===== config.mk =====
export PLATFORM = sky130hd
export DESIGN_NAME = if_id_queue_flat
export DESIGN_NICKNAME = d
export VERILOG_FILES = /design/src/rtl/if_id_queue_pkg.sv /design/src/rtl/if_id_queue_if.sv /design/src/rtl/if_id_queue_field_split.sv /design/src/rtl/if_id_queue.sv /design/src/flat_wrapper.sv
export SDC_FILE = /design/constraint.sdc
export NUM_CORES = 1
export LEC_CHECK = 0
export ABC_AREA = 1
export BUFFER_PORTS_ARGS = -buffer_cell sky130_fd_sc_hd__buf_2
export CAP_MARGIN = 10
export CORE_UTILIZATION = 32
export CTS_BUF_LIST = sky130_fd_sc_hd__clkbuf_8
export DETAILED_ROUTE_END_ITERATION = 10
export SLEW_MARGIN = 10
export SYNTH_ARGS = -nofsm -noshare
export SYNTH_HDL_FRONTEND = slang
export SYNTH_SLANG_ARGS = --single-unit

===== constraint.sdc =====
create_clock -name clk -period 7 [get_ports clk]
set_clock_uncertainty 0.1 [all_clocks]
set_input_delay 1.75 -clock clk [delete_from_list [all_inputs] [get_ports clk]]
set_output_delay 1.75 -clock clk [all_outputs]
set_load 0.05 [all_outputs]

===== src/rtl/if_id_queue_pkg.sv =====
// ARM instruction field layout shared by the fetch-to-decode queue.
// Provides field bit positions, the split-field struct and a split helper.
package arm_pkg;

  localparam int unsigned COND_MSB  = 31;
  localparam int unsigned COND_LSB  = 28;
  localparam int unsigned MODE_MSB  = 27;
  localparam int unsigned MODE_LSB  = 26;
  localparam int unsigned IMM_BIT   = 25;
  localparam int unsigned OPC_MSB   = 24;
  localparam int unsigned OPC_LSB   = 21;
  localparam int unsigned S_BIT     = 20;
  localparam int unsigned RN_MSB    = 19;
  localparam int unsigned RN_LSB    = 16;
  localparam int unsigned RD_MSB    = 15;
  localparam int unsigned RD_LSB    = 12;
  localparam int unsigned SHOP_MSB  = 11;
  localparam int unsigned SHOP_LSB  = 0;
  localparam int unsigned IMM24_MSB = 23;
  localparam int unsigned IMM24_LSB = 0;

  typedef struct packed {
    logic [3:0]  cond;
    logic [1:0]  mode;
    logic        imm;
    logic [3:0]  opCode;
    logic        status;
    logic [3:0]  rn;
    logic [3:0]  rd;
    logic [11:0] shifterOpr;
    logic [23:0] signedImm24;
  } inst_fields_t;

  function automatic inst_fields_t split_inst(input logic [31:0] w);
    inst_fields_t f;
    f.cond        = w[COND_MSB:COND_LSB];
    f.mode        = w[MODE_MSB:MODE_LSB];
    f.imm         = w[IMM_BIT];
    f.opCode      = w[OPC_MSB:OPC_LSB];
    f.status      = w[S_BIT];
    f.rn          = w[RN_MSB:RN_LSB];
    f.rd          = w[RD_MSB:RD_LSB];
    f.shifterOpr  = w[SHOP_MSB:SHOP_LSB];
    f.signedImm24 = w[IMM24_MSB:IMM24_LSB];
    return f;
  endfunction

endpackage


===== src/rtl/if_id_queue_if.sv =====
// Fetch-side valid/ready channel into the instruction queue.
// master = fetch stage, slave = queue.
interface if_id_queue_if #(
  parameter int unsigned ADDR_W = 32
);
  logic              in_valid;
  logic              in_ready;
  logic [31:0]       instruction;
  logic [ADDR_W-1:0] pc;

  modport master (
    output in_valid,
    output instruction,
    output pc,
    input  in_ready
  );

  modport slave (
    input  in_valid,
    input  instruction,
    input  pc,
    output in_ready
  );
endinterface


===== src/rtl/if_id_queue_field_split.sv =====
// Purely combinational split of a 32-bit ARM word into decode fields.
module inst_field_split
  import arm_pkg::*;
(
  input  logic [31:0]  i_word,
  output inst_fields_t o_fields
);

  assign o_fields = split_inst(i_word);

endmodule


===== src/rtl/if_id_queue.sv =====
// Fetch-to-decode instruction queue: DEPTH-entry circular buffer of
// instruction/PC pairs with flush, decode freeze and a valid/ready fetch port.
// Head entry is presented pre-split into ARM fields (zero when not valid).
// Optional feature: define IF_ID_QUEUE_BYPASS_EN to let an incoming word reach
// the outputs in the same cycle while the queue is empty.
module if_id_queue
  import arm_pkg::*;
#(
  parameter int unsigned DEPTH  = 4,
  parameter int unsigned ADDR_W = 32
) (
  input  logic                       clk,
  input  logic                       rst,
  input  logic                       flush,
  input  logic                       freeze,
  if_id_queue_if.slave               fetch,
  output logic                       out_valid,
  output logic [3:0]                 cond,
  output logic [1:0]                 mode,
  output logic                       imm,
  output logic [3:0]                 opCode,
  output logic                       status,
  output logic [3:0]                 rn,
  output logic [3:0]                 rd,
  output logic [11:0]                shifterOpr,
  output logic [23:0]                signedImm24,
  output logic [ADDR_W-1:0]          out_pc,
  output logic [$clog2(DEPTH):0]     count
);

  localparam int unsigned PTR_W = $clog2(DEPTH);
  localparam int unsigned CNT_W = PTR_W + 1;

  logic [31:0]       r_mem_inst [DEPTH];
  logic [ADDR_W-1:0] r_mem_pc   [DEPTH];
  logic [PTR_W-1:0]  r_wr_ptr;
  logic [PTR_W-1:0]  r_rd_ptr;
  logic [CNT_W-1:0]  r_count;

  logic              w_full;
  logic              w_empty;
  logic              w_push;
  logic              w_pop;
  logic              w_bypass;
  logic              w_bypass_pop;
  logic              w_wr;
  logic              w_rd;
  logic [31:0]       w_sel_inst;
  logic [ADDR_W-1:0] w_sel_pc;
  inst_fields_t      w_fields;

  assign w_full  = (r_count == CNT_W'(DEPTH));
  assign w_empty = (r_count == '0);

`ifdef IF_ID_QUEUE_BYPASS_EN
  assign w_bypass = w_empty & fetch.in_valid & ~flush;
`else
  assign w_bypass = 1'b0;
`endif

  assign fetch.in_ready = ~w_full;
  assign out_valid      = ~w_empty | w_bypass;
  assign w_push         = fetch.in_valid & ~w_full & ~flush;
  assign w_pop          = out_valid & ~freeze & ~flush;

  // A bypassed word consumed in the same cycle never touches storage.
  assign w_bypass_pop = w_bypass & w_pop;
  assign w_wr         = w_push & ~w_bypass_pop;
  assign w_rd         = w_pop & ~w_bypass_pop;

  // Head selection: bypass word, stored head, or all-zero when nothing is valid.
  always_comb begin
    w_sel_inst = '0;
    w_sel_pc   = '0;
    if (w_bypass) begin
      w_sel_inst = fetch.instruction;
      w_sel_pc   = fetch.pc;
    end else if (!w_empty) begin
      w_sel_inst = r_mem_inst[r_rd_ptr];
      w_sel_pc   = r_mem_pc[r_rd_ptr];
    end
  end

  inst_field_split u_split (
    .i_word   (w_sel_inst),
    .o_fields (w_fields)
  );

  assign cond        = w_fields.cond;
  assign mode        = w_fields.mode;
  assign imm         = w_fields.imm;
  assign opCode      = w_fields.opCode;
  assign status      = w_fields.status;
  assign rn          = w_fields.rn;
  assign rd          = w_fields.rd;
  assign shifterOpr  = w_fields.shifterOpr;
  assign signedImm24 = w_fields.signedImm24;
  assign out_pc      = w_sel_pc;
  assign count       = r_count;

  // Storage write; contents are not cleared by reset since pointers are.
  always_ff @(posedge clk) begin
    if (w_wr) begin
      r_mem_inst[r_wr_ptr] <= fetch.instruction;
      r_mem_pc[r_wr_ptr]   <= fetch.pc;
    end
  end

  // Pointer and occupancy update; reset and flush both empty the queue.
  always_ff @(posedge clk) begin
    if (rst || flush) begin
      r_wr_ptr <= '0;
      r_rd_ptr <= '0;
      r_count  <= '0;
    end else begin
      if (w_wr) r_wr_ptr <= r_wr_ptr + PTR_W'(1);
      if (w_rd) r_rd_ptr <= r_rd_ptr + PTR_W'(1);
      case ({w_wr, w_rd})
        2'b10:   r_count <= r_count + CNT_W'(1);
        2'b01:   r_count <= r_count - CNT_W'(1);
        default: r_count <= r_count;
      endcase
    end
  end

endmodule


===== src/flat_wrapper.sv =====
// flat-port wrapper written by rule: the top's interface ports become plain ports
module if_id_queue_flat import arm_pkg::*;
#(
  parameter int unsigned DEPTH  = 4,
  parameter int unsigned ADDR_W = 32
)
  (clk, rst, flush, freeze, out_valid, cond, mode, imm, opCode, status, rn, rd, shifterOpr, signedImm24, out_pc, count, fetch_in_valid, fetch_instruction, fetch_pc, fetch_in_ready);
  if_id_queue_if #(.ADDR_W(ADDR_W)) fetch_i ();
  input  logic clk;
  input  logic rst;
  input  logic flush;
  input  logic freeze;
  output logic out_valid;
  output logic [3:0] cond;
  output logic [1:0] mode;
  output logic imm;
  output logic [3:0] opCode;
  output logic status;
  output logic [3:0] rn;
  output logic [3:0] rd;
  output logic [11:0] shifterOpr;
  output logic [23:0] signedImm24;
  output logic [ADDR_W-1:0] out_pc;
  output logic [$clog2(DEPTH):0] count;
  input wire logic [$bits(fetch_i.in_valid)-1:0] fetch_in_valid;
  input wire logic [$bits(fetch_i.instruction)-1:0] fetch_instruction;
  input wire logic [$bits(fetch_i.pc)-1:0] fetch_pc;
  output wire logic [$bits(fetch_i.in_ready)-1:0] fetch_in_ready;
  assign fetch_i.in_valid = fetch_in_valid;
  assign fetch_i.instruction = fetch_instruction;
  assign fetch_i.pc = fetch_pc;
  assign fetch_in_ready = fetch_i.in_ready;
  if_id_queue #(.DEPTH(DEPTH), .ADDR_W(ADDR_W)) u_core (.clk(clk), .rst(rst), .flush(flush), .freeze(freeze), .fetch(fetch_i), .out_valid(out_valid), .cond(cond), .mode(mode), .imm(imm), .opCode(opCode), .status(status), .rn(rn), .rd(rd), .shifterOpr(shifterOpr), .signedImm24(signedImm24), .out_pc(out_pc), .count(count));
endmodule

==> results.txt <==
transition time at the pin with the least slew margin -> 1.14 ns
normalized max-slew margin -> 0.236
Reg-to-Reg Start -> u_core.count[1]$_SDFFE_PP0P_
Max-cap violations -> 0
total grt overflow -> 0
outcome -> completed
total non-filler cell area in the finished layout -> 12400 um^2
final worst-path setup slack -> 1.90 ns
number of setup buffers added after CTS -> 0
initial cell density of the core -> 0.325
insertion delay of the later-clocked pin in the worst-skew pair -> 0.53 ns
port bufs -> 161
final hold violation count -> 0
synthesized netlist net count -> 925
largest voltage drop on the vdd net -> 0.144 mV
post-placement cell area -> 11600 um^2
number of detailed-routing iterations run before antenna repair -> 4
length in cells of the worst reg-to-reg path -> 5
Arrival @ worst endpoint -> 3.25 ns
die height -> 184 um
distinct cell type count of the synthesized netlist -> 17
clk sinks -> 265
count of final setup violators -> 0
synth-to-layout area growth -> 16.8%
top cells by instance count after synthesis -> nor2_1 (269), edfxtp_1 (256), o21ai_0 (120), a21oi_1 (69), buf_4 (29)
number of global-route vias before repair -> 6542
number of design-rule violations left by the first detailed-router iteration -> 301
total met2 wirelength after detailed routing -> 11400 um
post-synthesis sequential element count -> 265
achievable clock frequency -> 196 MHz
CTS Root Buffer Type -> clkbuf_8
worst-case register-to-register setup slack -> 4.10 ns
Reg clk slew, reported paths -> 0.06 ns
reg-to-reg endpoint -> u_core.r_mem_inst[1][3]$_DFFE_PP_
total via count after detailed routing -> 6614
IO Pins -> 162
Syn Std Cell Area -> 10600 um^2
post-synthesis sequential area ratio -> 0.743
Final period util -> 0.729
detailed-route wire length on metal 1 -> 10300 um
Final Slew Violations -> 0
TritonCTS clock tree -> done
number of synthesized flops with an enable pin -> 256
Net count, final -> 1072
combined global-route utilization of all metal layers -> 0.139
static power due to leakage -> 4.62 nW
global-route wire length before repair -> 35900 um
top layer used by detailed routing -> met5
Worst Path Class, Setup -> reg2out
pin count of the biggest net entering global routing -> 67
Synth Instances -> 850
synthesized area per cell -> 12.5 um^2
core region area -> 32500 um^2
Worst Hold Class -> reg2reg
die width -> 184 um
setup repair after global routing missed its margin -> no
drc violations -> 0
Critical Path End Type -> output pin
detailed-route wire length per cell -> 15.9 um
Routed met3 length -> 1380 um
CTS Buf Count -> 45
total of hold buffers inserted after clock tree synthesis -> 0
Placement Rows -> 66
routed vias/inst -> 4.49
most common cell in the synthesized netlist -> nor2_1
placer congestion estimate -> 0.714
ANT nets after route -> 0
primary flip-flop cell chosen by synthesis mapping -> edfxtp_1
antenna violations before repair -> 2
maximum clock path buffer count -> 3
top cell type's share of synthesized area -> 0.726
Final Critical Period -> 5.10 ns
post-placement worst setup slack -> 2.34 ns
DPL Wire Length -> 12400 um
Resize count post-CTS -> 0
async set-or-reset flop fraction in the synthesized netlist -> 0
wire length reported by the detailed router -> 23500 um
hold path startpoint -> u_core.r_rd_ptr[1]$_SDFFE_PP0P_
total die area -> 33800 um^2
data required time at the worst endpoint -> 5.15 ns
leading area contributor after synthesis -> edfxtp_1
Power per Cell Area -> 260 nW/um^2
leading post-synthesis cells by cell area -> edfxtp_1 (73%), nor2_1 (9.5%), o21ai_0 (5.7%)
largest fanout on the critical path -> 65
Yosys Warn Count -> 0
cell depth of the worst min-delay path -> 2
summed negative setup slack over all endpoints -> 0 ns
layout cell share with drive strength beyond 1 -> 0.223
H-tree levels -> 2
category of the worst setup path launch point -> flop
-- critical path, stage by stage, from the launching register on --
cell and delay, ns:
dfxtp_4 0.92, inv_2 0.51, buf_4 0.44, nor2_1 0.15, o21ai_0 0.09, a21oi_1 0.25, buf_2 0.32
-- flip-flops by register name, summed over array words and instances, names as in the netlist, named ones only --
signal,flops
u_core.count,3
u_core.r_rd_ptr,2
u_core.r_wr_ptr,2
u_core.r_mem_inst,128
u_core.r_mem_pc,128
-- cell families (layout without fill, tap and decap cells) --
family | after synthesis | count (layout) | share of synthesized area
buffers and inverters | 91 | 271 | 0.0520
other | 0 | 1 | 0
and+or+nand+nor | 289 | 289 | 0.103
adders and majority gates | 6 | 6 | 0.00780
DFF | 265 | 265 | 0.743
AOI/OAI and AO/OA | 199 | 199 | 0.0941
-- how the worst max path moves through the flow --
stage / start / endpoint / slack, ns / depth (start not counted)
after floorplan: fetch_in_valid / u_core.r_mem_inst[0][0]$_DFFE_PP_ / 1.61 / 4
after global routing: flop / signedImm24[19] / 1.59 / 6
final: flop / signedImm24[19] / 1.90 / 6
after detailed placement: flop / signedImm24[19] / 2.34 / 6
after global placement: flop / signedImm24[19] / 2.34 / 6
after CTS: flop / signedImm24[19] / 1.74 / 6
-- final cells by class --
type / count / area [um^2]
repair buffers: 171 / 881
clock inverters: 35 / 163
flip-flops and latches: 265 / 7880
inverters: 20 / 76.3
multi-input cells: 494 / 2200
fillers: 3188 / 20200
well taps: 442 / 553
diodes: 1 / 2.50
clock buffers: 45 / 619
-- per-stage QoR --
step                 util  hold slack [ns]  instances  total power [mW]
floorplan               -            0.362        850              1.97
global placement    0.356            0.377       1392              2.03
detailed placement  0.356            0.384       1392              2.03
CTS                 0.380            0.395       1472              3.26
global route        0.380            0.426       1472              3.35
finish              0.380            0.386       1473              3.22
-- report_power, final --
group          internal [mW]  total (mW)  switching [mW]
logic                 0.0495       0.228           0.179
clock network          0.633        1.22           0.587
registers               1.76        1.77         0.00656
total                   2.45        3.22           0.772
-- layer usage --
layer	track usage	vias to the layer above
met3	0.0374	34
met4	0.0427	2
met5	0	-
li1	-	3264
met2	0.240	167
met1	0.169	3147
-- layout by cell type (no fill, tap or decap), types with 7 or more instances in the layout --
master	count
o21ai_0	120
inv_1	38
buf_2	161
nor2_1	265
dfxtp_1	7
o21ai_1	10
clkbuf_8	45
clkinv_1	9
buf_4	10
a21oi_1	69
edfxtp_1	256
nand2_1	15
(Power assumes the default switching activity.)
